==> src/rtl/style_color_pkg.sv <==
// Shared definitions for the style colour read path: FSM states, colour
// property identifiers, ARGB field bounds and the read-address layout.
package style_color_pkg;

  // Default widths of the property selector and the ARGB colour word.
  localparam int unsigned PROP_W_DEF  = 4;
  localparam int unsigned COLOR_W_DEF = 32;

  // ARGB layout: A[31:24] R[23:16] G[15:8] B[7:0].
  localparam int unsigned ALPHA_HI = 31;
  localparam int unsigned ALPHA_LO = 24;

  // The style read address is {visited_bit, prop}; this is the position of
  // the visited selector for the default property width.
  localparam int unsigned VISITED_BIT = PROP_W_DEF;

  // Read-side sequencing states.
  typedef enum logic [2:0] {
    IDLE  = 3'd0,
    RD_U  = 3'd1,
    CAP_U = 3'd2,
    CAP_V = 3'd3,
    RESP  = 3'd4
  } state_t;

  // Colour-property identifiers presented on req_prop.
  typedef enum logic [PROP_W_DEF-1:0] {
    PROP_COLOR           = 4'd0,
    PROP_BACKGROUND      = 4'd1,
    PROP_BORDER_TOP      = 4'd2,
    PROP_BORDER_RIGHT    = 4'd3,
    PROP_BORDER_BOTTOM   = 4'd4,
    PROP_BORDER_LEFT     = 4'd5,
    PROP_OUTLINE         = 4'd6,
    PROP_TEXT_DECORATION = 4'd7,
    PROP_COLUMN_RULE     = 4'd8,
    PROP_TEXT_EMPHASIS   = 4'd9,
    PROP_TEXT_STROKE     = 4'd10,
    PROP_TEXT_FILL       = 4'd11
  } color_prop_t;

endpackage

==> src/rtl/visited_color_blend.sv <==
// Combines the unvisited and visited colours: a transparent visited colour
// leaves the unvisited colour untouched, otherwise the visited RGB is used
// with the unvisited alpha.
module visited_color_blend
  import style_color_pkg::*;
#(
  parameter int unsigned COLOR_W = 32
) (
  input  logic [COLOR_W-1:0] unv,
  input  logic [COLOR_W-1:0] vis,
  output logic [COLOR_W-1:0] merged
);

  logic vis_transparent;

  // Transparent check and alpha splice.
  always_comb begin
    vis_transparent = (vis[ALPHA_HI:ALPHA_LO] == '0);
    if (vis_transparent) begin
      merged = unv;
    end else begin
      merged = {unv[ALPHA_HI:ALPHA_LO], vis[ALPHA_LO-1:0]};
    end
  end

endmodule

==> src/rtl/style_color_reader.sv <==
// Resolves the visited-dependent colour of one colour property: reads the
// unvisited colour (and the visited colour for elements inside a visited
// link), applies the currentcolor fallbacks and returns one ARGB value over
// a valid/ready response channel.
module style_color_reader
  import style_color_pkg::*;
#(
  parameter int unsigned PROP_W  = 4,
  parameter int unsigned COLOR_W = 32
) (
  input  logic               clk,
  input  logic               reset,
  input  logic               req_valid,
  output logic               req_ready,
  input  logic [PROP_W-1:0]  req_prop,
  input  logic               req_inside_visited_link,
  output logic               rsp_valid,
  input  logic               rsp_ready,
  output logic [COLOR_W-1:0] rsp_color,
  output logic               style_rd_en,
  output logic [PROP_W:0]    style_rd_addr,
  input  logic [COLOR_W:0]   style_rd_data,
  input  logic [COLOR_W-1:0] cur_color,
  input  logic [COLOR_W-1:0] cur_visited_color
);

  state_t             state;
  state_t             state_nxt;

  logic [PROP_W-1:0]  prop_q;
  logic               visited_q;
  logic [COLOR_W-1:0] unv_q;
  logic [COLOR_W-1:0] rsp_color_q;

  logic               accept;
  logic               cap_unv;
  logic               rsp_load;
  logic [COLOR_W-1:0] rsp_nxt;

  logic               rd_data_valid;
  logic [COLOR_W-1:0] rd_data_color;
  logic [COLOR_W-1:0] unv_sel;
  logic [COLOR_W-1:0] vis_sel;
  logic [COLOR_W-1:0] blend_out;

  // Split the read word and apply the currentcolor fallbacks; the inherited
  // colours only matter in the cycle the matching read data is captured.
  always_comb begin
    rd_data_valid = style_rd_data[COLOR_W];
    rd_data_color = style_rd_data[COLOR_W-1:0];
    unv_sel       = rd_data_valid ? rd_data_color : cur_color;
    vis_sel       = rd_data_valid ? rd_data_color : cur_visited_color;
  end

  // The visited read lands one cycle after the unvisited one, so the
  // unvisited colour is blended from its register.
  visited_color_blend #(
    .COLOR_W (COLOR_W)
  ) u_blend (
    .unv    (unv_q),
    .vis    (vis_sel),
    .merged (blend_out)
  );

  // State register.
  always_ff @(posedge clk or posedge reset) begin
    if (reset) begin
      state <= IDLE;
    end else begin
      state <= state_nxt;
    end
  end

  // Next-state, handshake and read-port control.
  always_comb begin
    state_nxt     = state;
    req_ready     = 1'b0;
    rsp_valid     = 1'b0;
    style_rd_en   = 1'b0;
    style_rd_addr = '0;
    accept        = 1'b0;
    cap_unv       = 1'b0;
    rsp_load      = 1'b0;
    rsp_nxt       = rsp_color_q;

    case (state)
      IDLE: begin
        req_ready = 1'b1;
        if (req_valid) begin
          accept    = 1'b1;
          state_nxt = RD_U;
        end
      end

      RD_U: begin
        style_rd_en   = 1'b1;
        style_rd_addr = {1'b0, prop_q};
        state_nxt     = CAP_U;
      end

      CAP_U: begin
        cap_unv = 1'b1;
        if (visited_q) begin
          // Issue the visited read while capturing the unvisited data.
          style_rd_en   = 1'b1;
          style_rd_addr = {1'b1, prop_q};
          state_nxt     = CAP_V;
        end else begin
          rsp_load  = 1'b1;
          rsp_nxt   = unv_sel;
          state_nxt = RESP;
        end
      end

      CAP_V: begin
        rsp_load  = 1'b1;
        rsp_nxt   = blend_out;
        state_nxt = RESP;
      end

      RESP: begin
        rsp_valid = 1'b1;
        if (rsp_ready) begin
          state_nxt = IDLE;
        end
      end

      default: begin
        state_nxt = IDLE;
      end
    endcase
  end

  // Request latch, unvisited capture and response colour register.
  always_ff @(posedge clk or posedge reset) begin
    if (reset) begin
      prop_q      <= '0;
      visited_q   <= 1'b0;
      unv_q       <= '0;
      rsp_color_q <= '0;
    end else begin
      if (accept) begin
        prop_q    <= req_prop;
        visited_q <= req_inside_visited_link;
      end
      if (cap_unv) begin
        unv_q <= unv_sel;
      end
      if (rsp_load) begin
        rsp_color_q <= rsp_nxt;
      end
    end
  end

  assign rsp_color = rsp_color_q;

endmodule

==> config.mk <==
export PLATFORM = sky130hd
export DESIGN_NAME = style_color_reader
export DESIGN_NICKNAME = d
export VERILOG_FILES = /design/src/rtl/style_color_pkg.sv /design/src/rtl/visited_color_blend.sv /design/src/rtl/style_color_reader.sv
export SDC_FILE = /design/constraint.sdc
export NUM_CORES = 1
export LEC_CHECK = 0
export BUFFER_PORTS_ARGS = -buffer_cell sky130_fd_sc_hd__buf_2
export CAP_MARGIN = 20
export CORE_MARGIN = 4
export CORE_UTILIZATION = 55
export CTS_CLUSTER_DIAMETER = 30
export DETAILED_ROUTE_END_ITERATION = 10
export PLACE_DENSITY = 0.85
export RECOVER_POWER = 50
export SLEW_MARGIN = 10
export SYNTH_ARGS = -nofsm -noshare
export SYNTH_HDL_FRONTEND = slang
export SYNTH_SLANG_ARGS = --single-unit
export TNS_END_PERCENT = 1
==> constraint.sdc <==
create_clock -name clk -period 4 [get_ports clk]
set_input_delay 0.2 -clock clk [delete_from_list [all_inputs] [get_ports clk]]
set_output_delay 0.2 -clock clk [all_outputs]
set_load 0.1 [all_outputs]
==> results.py <==
metrics = {
    "logic_synthesis": {
        "synth_cells": 477,
        "synth_ff_type": "dfrtp_1",
        "ys_async_sr_fraction": 1.00,
        "synth_area_um2": 4650,
        "synth_fp_nets": 583,
        "synth-edff-count": 0,
        "yosysUniqueCellTypes": 35,
        "ys_ff_latch": 72,
        "yosysSeqAreaShare": 0.388,
        "yosysWarningCount": 0,
        "syn-mean-instance-area_um2": 9.74,
    },
    "detailed_routing": {
        "ant_nets": 0,
        "wl_per_cell_um": 19.2,
        "vias": 4430,
        "met1_length_um": 5550,
        "route.met2.wl_um": 6600,
        "viasPerCell": 6.29,
        "drcViolationCount": 0,
        "top_layer_used": "met4",
        "wl_um": 13500,
        "dr.pass1.iters": 5,
        "drt-initial-drc-count": 335,
        "routed-wl-met3_um": 1170,
    },
    "clock_tree": {
        "insertion_delay_ns": 0.35,
        "cts_made_buffers": 9,
        "cts_hold_buf": 0,
        "htree_levels": 3,
        "clock_path_buffers": 2,
        "tritoncts": "yes",
        "root_buffer": "clkbuf_8",
        "cts_num_sinks": 72,
        "path_clk_slew_ns": 0.07,
        "cts_resized": 0,
        "post_cts_buffers": 0,
    },
    "floorplan": {
        "die_h_um": 99.9,
        "dieArea_um2": 9980,
        "initial_core_util": 0.566,
        "coreArea_um2": 8220,
        "die_w_um": 99.9,
        "pin_count": 146,
        "rows": 33,
    },
    "cells_and_area": {
        "design_area_um2": 5590,
        "layout.nets": 700,
        "final_common_cell": "buf_2",
        "multi_input_area_um2": 2610,
        "drive_gt1_frac": 0.347,
        "area_growth_pct": 20.3,
        "final_cell_mix": "buf_2, dfrtp_1, nor2_1, nand2_1, mux2i_1",
        "n_antenna_cell": 0,
        "fillCellCount": 640,
        "seq_area_um2": 1800,
    },
    "timing": {
        "finalCriticalPeriod_ns": 2.61,
        "finClkSkew_ns": 0.0110,
        "maxSlewViolCount": 35,
        "rsz0062_at_grt": "no",
        "finalCritPeriodShare": 0.652,
        "setup_viol": 0,
        "relSlewSlack": -0.190,
        "timing_hold_violations_final": 0,
        "worstMarginPinSlew_ns": 1.78,
        "max_freq_mhz": 383,
        "fin_tns_setup_ns": 0,
    },
    "critical_path": {
        "critPathLaunch": "reset",
        "crit_path_end": "unv_q[22]",
        "start_kind": "primary input",
        "endpoint_kind": "asynchronous set/reset pin",
        "cp_max_fo": 39,
        "crit_arrival_ns": 2.73,
        "worstPathCellList": "buf_2 > inv_1 > clkbuf_1",
        "critPathRequiredTime_ns": 4.12,
        "timing.rr.end": "rsp_color[26]",
        "slowest_delay_ns": 1.36,
        "r2r_start": "state[0]",
        "reg2reg_slack_ns": 2.08,
        "worst-r2r-cell-count": 4,
        "cp_slowest_cell": "clkbuf_1",
        "path_class": "in2async",
    },
    "grt": {
        "overflow": 0,
        "grt_pass1_wl_um": 21300,
        "grtUsageTotal": 0.264,
        "grt_pass1_vias": 4405,
        "grt_max_degree": 103,
        "antenna_found_initial": 0,
    },
    "hold_path": {
        "min-delay-start": "req_prop[2]",
        "holdPathStages": 2,
        "hold_path_class": "in2reg",
    },
    "status": {
        "violations": "max-capacitance violations, max-slew violations",
        "status": "finished with violations",
    },
    "place": {
        "post-dp-hpwl_um": 8570,
        "portBuffers": 145,
        "gp_congestion": 0.835,
        "postPlaceCellArea_um2": 5370,
    },
    "power_and_ir_drop": {
        "power_density_nw_per_um2": 859,
        "vdd_drop_max_mv": 1.03,
        "leakage_nw": 2.40,
    },
    "job": {
        "drv_cap": 2,
    },
}
==> metal layers <==
layer | vias up | GRT usage
met5 | - | 0
met4 | 0 | 0.0903
met3 | 19 | 0.0577
met2 | 230 | 0.438
met1 | 2146 | 0.343
li1 | 2035 | -
==> cells in the mapped netlist (all sizes together) (3+ instances only) <==
master   n  area [µm²]
buf     27         176
nor2    37         139
a21oi   33         165
nand4   24         150
mux2     5        56.3
o21ai   34         170
nor4     4        50.1
a21o     3        22.5
o221ai  24         335
dfrtp   72        1800
nand4b  24         210
or4      4        37.5
and2     6        37.5
clkbuf  24        90.1
o211ai  24         280
mux2i   34         340
nand2   35         131
and4    24         210
inv      4        15.0
nor2b   25         156
==> kinds of logic (layout without fill, tap and decap cells) <==
kind of cell,after synthesis,count (layout),share of synthesized area
muxes,39,39,0.0854
buffers and inverters,55,177,0.0606
AOI/OAI and AO/OA,121,121,0.215
DFF,72,72,0.388
and+or+nand+nor,190,190,0.251
==> how the worst min path moves through the flow <==
stage | slack (ns) | end
2_1_floorplan | 0.35 | prop_q[0]
3_3_place_gp | 0.42 | rsp_color[15]
3_5_place_dp | 0.43 | rsp_color[17]
4_1_cts | 0.04 | unv_q[11]
5_1_grt | 0.07 | prop_q[0]
6_report | 0.09 | prop_q[2]
==> state kept, by name, summed over array words and instances, names as in the netlist <==
register / count
unv_q: 32
prop_q: 4
rsp_color: 32
state: 3
visited_q: 1
==> report_power, final <==
part	total, W	switching, W	internal (W)
Combinational	0.00281	0.00223	0.000579
Clock	0.000652	0.000284	0.000368
Sequential	0.00134	0.000253	0.00109
==> through the flow <==
stage | hold WS [ns] | power, W | instances | worst slack (ns) | utilization
CTS | 0.0436 | 0.00482 | 703 | 1.71 | 0.680
finish | 0.0892 | 0.00480 | 704 | 1.39 | 0.680
detailed placement | 0.426 | 0.00416 | 687 | 1.88 | 0.653
floorplan | 0.352 | 0.00364 | 477 | 0.437 | -
global placement | 0.418 | 0.00408 | 687 | 1.96 | 0.653
global route | 0.0738 | 0.00504 | 704 | 0.793 | 0.680
==> worst max-delay path, delay by kind of cell <==
kind,cells,cell delay [ns]
buffers and inverters,3,2.50
==> layout make-up <==
class,instances,share of cell area
clock buffers,11,0.0253
clock inverters,5,0.0143
inverters,4,0.00269
multi-input cells,350,0.466
flip-flops and latches,72,0.322
well taps,105,0.0235
repair buffers,157,0.146
(Power assumes the default switching activity.)
